## src/rtl/seq_detect_scheduler.sv

```systemverilog
// Round-robin shared serial pattern detector: one stream is granted per cycle and
// its saved shift history / fill level is swapped into a single compare datapath.
module seq_detect_scheduler #(
  parameter int NCH = 4,
  parameter int PLEN = 3,
  parameter logic [PLEN-1:0] PATTERN = 3'b101,
  parameter int CNT_W = 8
) (
  input  logic                   clk,
  input  logic                   rst,
  input  logic                   enable,
  input  logic [NCH-1:0]         in_valid,
  input  logic [NCH-1:0]         in_bit,
  output logic [NCH-1:0]         in_ready,
  input  logic                   cnt_clr,
  output logic                   match_valid,
  output logic [$clog2(NCH)-1:0] match_ch,
  output logic [NCH*CNT_W-1:0]   match_count
);

  localparam int CH_W = $clog2(NCH);
  localparam int HW = PLEN - 1;
  localparam int FILL_W = $clog2(PLEN);
  localparam logic [FILL_W-1:0] FILL_MAX = FILL_W'(PLEN - 1);
  localparam logic [CNT_W-1:0] CNT_MAX = '1;

  logic [HW-1:0]     hist_q [NCH];
  logic [HW-1:0]     hist_d [NCH];
  logic [FILL_W-1:0] fill_q [NCH];
  logic [FILL_W-1:0] fill_d [NCH];
  logic [CNT_W-1:0]  cnt_q  [NCH];
  logic [CNT_W-1:0]  cnt_d  [NCH];
  logic [CH_W-1:0]   ptr_q, ptr_d;
  logic              match_valid_q, match_valid_d;
  logic [CH_W-1:0]   match_ch_q, match_ch_d;

  logic [CH_W-1:0] gnt_ch;
  logic            found;
  logic            xfer;
  logic [NCH-1:0]  grant;
  logic [PLEN-1:0] window;
  logic            hit;
  int              idx;

  // Search starts at ptr and wraps; the first requesting channel wins.
  always_comb begin
    gnt_ch = '0;
    found  = 1'b0;
    idx    = 0;
    for (int i = 0; i < NCH; i++) begin
      idx = int'(ptr_q) + i;
      if (idx >= NCH) idx = idx - NCH;
      if (!found && in_valid[idx]) begin
        found  = 1'b1;
        gnt_ch = CH_W'(idx);
      end
    end
    xfer  = found & enable;
    grant = xfer ? (NCH'(1) << gnt_ch) : '0;
  end

  assign in_ready = grant & {NCH{~rst}};

  assign window = {hist_q[gnt_ch], in_bit[gnt_ch]};
  assign hit    = xfer && (fill_q[gnt_ch] == FILL_MAX) && (window == PATTERN);

  always_comb begin
    for (int k = 0; k < NCH; k++) begin
      hist_d[k] = hist_q[k];
      fill_d[k] = fill_q[k];
      cnt_d[k]  = cnt_q[k];
    end
    ptr_d         = ptr_q;
    match_valid_d = hit;
    match_ch_d    = match_ch_q;

    if (xfer) begin
      hist_d[gnt_ch] = window[HW-1:0];
      if (fill_q[gnt_ch] < FILL_MAX) fill_d[gnt_ch] = fill_q[gnt_ch] + 1'b1;
      ptr_d      = (gnt_ch == CH_W'(NCH - 1)) ? '0 : gnt_ch + 1'b1;
      match_ch_d = gnt_ch;
    end

    // Clear beats a same-cycle hit; the match pulse itself is unaffected.
    for (int k = 0; k < NCH; k++) begin
      if (cnt_clr) begin
        cnt_d[k] = '0;
      end else if (hit && (gnt_ch == CH_W'(k)) && (cnt_q[k] != CNT_MAX)) begin
        cnt_d[k] = cnt_q[k] + 1'b1;
      end
    end
  end

  always_ff @(posedge clk or posedge rst) begin
    if (rst) begin
      for (int k = 0; k < NCH; k++) begin
        hist_q[k] <= '0;
        fill_q[k] <= '0;
        cnt_q[k]  <= '0;
      end
      ptr_q         <= '0;
      match_valid_q <= 1'b0;
      match_ch_q    <= '0;
    end else begin
      for (int k = 0; k < NCH; k++) begin
        hist_q[k] <= hist_d[k];
        fill_q[k] <= fill_d[k];
        cnt_q[k]  <= cnt_d[k];
      end
      ptr_q         <= ptr_d;
      match_valid_q <= match_valid_d;
      match_ch_q    <= match_ch_d;
    end
  end

  assign match_valid = match_valid_q;
  assign match_ch    = match_ch_q;

  for (genvar gi = 0; gi < NCH; gi++) begin : g_cnt_out
    assign match_count[gi*CNT_W +: CNT_W] = cnt_q[gi];
  end

endmodule

```

## config.mk

```make
export PLATFORM = sky130hd
export DESIGN_NAME = seq_detect_scheduler
export DESIGN_NICKNAME = d
export VERILOG_FILES = /design/src/rtl/seq_detect_scheduler.sv
export SDC_FILE = /design/constraint.sdc
export NUM_CORES = 1
export LEC_CHECK = 0
export BUFFER_PORTS_ARGS = -buffer_cell sky130_fd_sc_hd__buf_2
export CORE_MARGIN = 2
export CORE_UTILIZATION = 50
export CTS_BUF_LIST = sky130_fd_sc_hd__clkbuf_8
export DETAILED_ROUTE_END_ITERATION = 8
export PLACE_DENSITY_LB_ADDON = 0.25
export SLEW_MARGIN = 20
export SYNTH_ARGS = -nofsm -noshare
export SYNTH_HDL_FRONTEND = slang
export SYNTH_SLANG_ARGS = --single-unit
```

## constraint.sdc

```tcl
create_clock -name clk -period 4.8 [get_ports clk]
set_input_delay 0.24 -clock clk [delete_from_list [all_inputs] [get_ports clk]]
set_output_delay 0.24 -clock clk [all_outputs]
set_load 0.1 [all_outputs]
```

==> impl_metrics.csv <==
group,metric,value,unit
floorplan,dieArea,6780,sq um
logic_synthesis,ys_seq_area_frac,0.432,
clock_network,cts_buffer_depth,2,
sta,fin_crit_sh,0.840,
worst_hold_path,hold_class,"in2async",
sta,drv_slew,0,
global_route,first_global_vias,2427,
logic_synthesis,synth_area_leaders,"dfrtp_1, mux2_2, nand2_1",
logic_synthesis,ys_seq_elements,53,
setup_path,cp_data_arrival_time,4.23,ns
outcome,status,"finished clean",
logic_synthesis,synth_area_per_cell,9.10,sq um
sta,finalSetupViolCount,0,
setup_path,r2r_end,"match_count[13]",
clock_network,htreeDepth,2,
sta,finalHoldViolations,0,
setup_path,worst-path-buf-inv,2,
clock_network,clock_latency,0.31,ns
logic_synthesis,synth_nets,358,
routing,vias_per_cell,5.82,
sta,tns,0,ns
logic_synthesis,ys_types,45,
routing,drt_pass1_iterations,4,
setup_path,required,5.00,ns
setup_path,crit_type,"reg2reg",
global_route,grt_pass1_wl,11.1,mm
routing,remaining_drc_errors,0,
routing,drt-total-wl,6.58,mm
setup_path,critPathMaxFanout,42,
clock_network,cts_setup_buffers,0,
place,gp_congestion,0.860,
place,pre_cts_slack,0.750,ns
setup_path,slowest_delay,0.73,ns
clock_network,root_buffer,"clkbuf_8",
power,p_per_area,428,nW/um^2
logic_synthesis,yosysWarningCount,0,
routing,ant_nets,0,
sta,tightest_slew,0.938,ns
clock_network,cts_hold_buf,0,
place,port_buffers,50,
setup_path,crit_path_cell_trace,"or4_1 -> nand2_1 -> inv_1 -> nor2_1 -> nor2_1 -> o21ai_0 -> ha_1 -> nand2_1 -> or4_1 -> buf_4 -> nor4_1 -> mux2_2",
setup_path,crit_family,"simple AND/OR/NAND/NOR gates",
setup_path,reg2reg_depth,12,
global_route,antenna_found_initial,0,
floorplan,num_io_pins,51,
logic_synthesis,syn_area,3070,sq um
floorplan,coreArea,5920,sq um
finish,antennaDiodeCount,0,
routing,wl_per_cell,14.4,um
clock_network,cts_resized,0,
finish,nets,401,
logic_synthesis,synth-edff-count,0,
clock_network,cts_tree,"built",
sta,fin_crit,4.03,ns
routing,drtIter0Drc,152,
run,cap_violations,0,
clock_network,clock-sinks,53,
setup_path,crit_path_start_kind,"register",
place,dp_hpwl,4.54,mm
clock_network,cts_buffers,5,
sta,fmax,248,MHz
floorplan,die-height,82.3,um
sta,relSlewSlack,0.369,
logic_synthesis,synth_top_area_frac,0.432,
global_route,overflow,0,
clock_network,clkTransAtPathRegs,0.09,ns
logic_synthesis,async_flop_share,1.00,
sta,setup_ws,0.770,ns
power,ir_worst_vdd,0.201,mV
power,power.leakage,1.58,nW
finish,fillers,525,
setup_path,r2r_setup_slack,0.77,ns
setup_path,r2r_start,"ptr_q[1]",
setup_path,slowest_stage,"or4_1",
global_route,grt_max_degree,58,
finish,syn2layout_area_growth,13.1,%
floorplan,die_w,82.3,um
logic_synthesis,postSynthCellCount,337,
logic_synthesis,ys.flop_type,"dfrtp_1",
sta,fin_worst_skew,0.00508,ns
finish,drive_gt1_frac,0.213,
floorplan,start_util,0.518,
sta,grt_setup_unrepaired,"no",
global_route,gr-usage-all-layers,0.210,
setup_path,crit_path_end_kind,"register",
floorplan,rows,28,
logic_synthesis,yosys.area.top_type,"dfrtp_1",
routing,route.vias.total,2653,
-- cell usage in the layout (no fill, tap or decap), types with 2 or more instances in the layout --
cell type,instances
o21ai_0,14
nor3b_1,3
nor2_1,23
nand2b_1,6
a221o_1,2
a31oi_1,2
nor3_1,2
buf_2,50
or4_1,13
buf_4,2
nand4_1,2
dfrtp_1,53
ha_1,9
mux2i_1,6
nand2_1,36
o21ai_1,3
mux2_2,15
a21oi_1,22
clkbuf_8,6
and3_1,14
a21o_1,3
or3_1,4
nor2b_1,12
nand3_1,18
o31ai_1,13
nor4_1,10
inv_1,17
-- final cells by class --
class	count	area, sq um	area share
Clock inverter	2	33.8	0.00974
Multi-Input combinational cell	251	1600	0.462
Inverter	17	63.8	0.0184
Clock buffer	6	82.6	0.0238
Timing Repair Buffer	52	265	0.0765
Sequential cell	53	1330	0.382
Tap cell	75	93.8	0.0271
-- logic make-up after synthesis --
kind of cell,after synthesis,synth area share
and+or+nand+nor,149,0.259
adders and majority gates,9,0.0367
AOI/OAI and AO/OA,71,0.150
xor gates and xnor gates,1,0.00286
DFF,53,0.432
muxes,21,0.0747
buffers and inverters,33,0.0449
-- tightest hold or removal path, cell delays in order --
cell and delay, ns:
buf_2 0.10, inv_2 0.03, buf_4 0.53
-- synthesized netlist by cell type, drive strengths merged, types with 9 or more instances --
cell type,number
inv,17
o21ai,17
nor2b,12
and3,14
clkbuf,10
dfrtp,53
nor4,11
or4,13
nand3,18
ha,9
mux2,15
a21oi,22
nor2,24
o31ai,13
nand2,36
-- sequential cells by signal, summed over array words and instances (netlist names) --
name / count
hist_q: 8
match_count: 32
match_ch: 2
ptr_q: 2
fill_q: 8
match_valid: 1
-- power breakdown --
| part | internal (mW) | leakage (nW) | total [mW] | switching (mW) |
|---|---|---|---|---|
| Clock | 0.168 | 0.0626 | 0.315 | 0.146 |
| Combinational | 0.189 | 0.813 | 0.588 | 0.399 |
| Sequential | 0.528 | 0.702 | 0.582 | 0.0535 |
| Total | 0.885 | 1.58 | 1.48 | 0.599 |
-- layer usage --
| layer | wire length, um | vias up | track usage | share of wire |
|---|---|---|---|---|
| met2 | 3120 | 51 | 0.341 | 0.47 |
| met4 | 88 | 0 | 0.0717 | 0.013 |
| met5 | 0 | - | 0 | 0 |
| li1 | - | 1305 | - | - |
| met3 | 237 | 8 | 0.0359 | 0.036 |
| met1 | 3140 | 1289 | 0.283 | 0.48 |
-- stage by stage --
step	hold WS [ns]	utilization	cell area (sq um)	power, mW	instances
final	0.0934	0.586	3470	1.48	456
after floorplan	0.444	-	3070	1.05	337
after global routing	0.164	0.586	3470	1.58	456
after global placement	0.463	0.566	3350	1.16	448
after detailed placement	0.466	0.566	3350	1.17	448
after CTS	0.128	0.586	3470	1.49	456
-- how the worst max path moves through the flow --
stage | from | endpoint | slack (ns) | depth (start not counted)
after floorplan | ptr_q[0] | match_count[23] | 1.31 | 15
after global placement | in_valid[2] | match_count[15] | 0.91 | 14
after detailed placement | in_valid[2] | match_count[13] | 0.75 | 14
after CTS | ptr_q[1] | match_count[13] | 0.76 | 12
after global routing | ptr_q[1] | match_count[13] | 0.43 | 12
final | ptr_q[1] | match_count[13] | 0.77 | 12
Note: power is estimated with default switching activity, not from simulation.
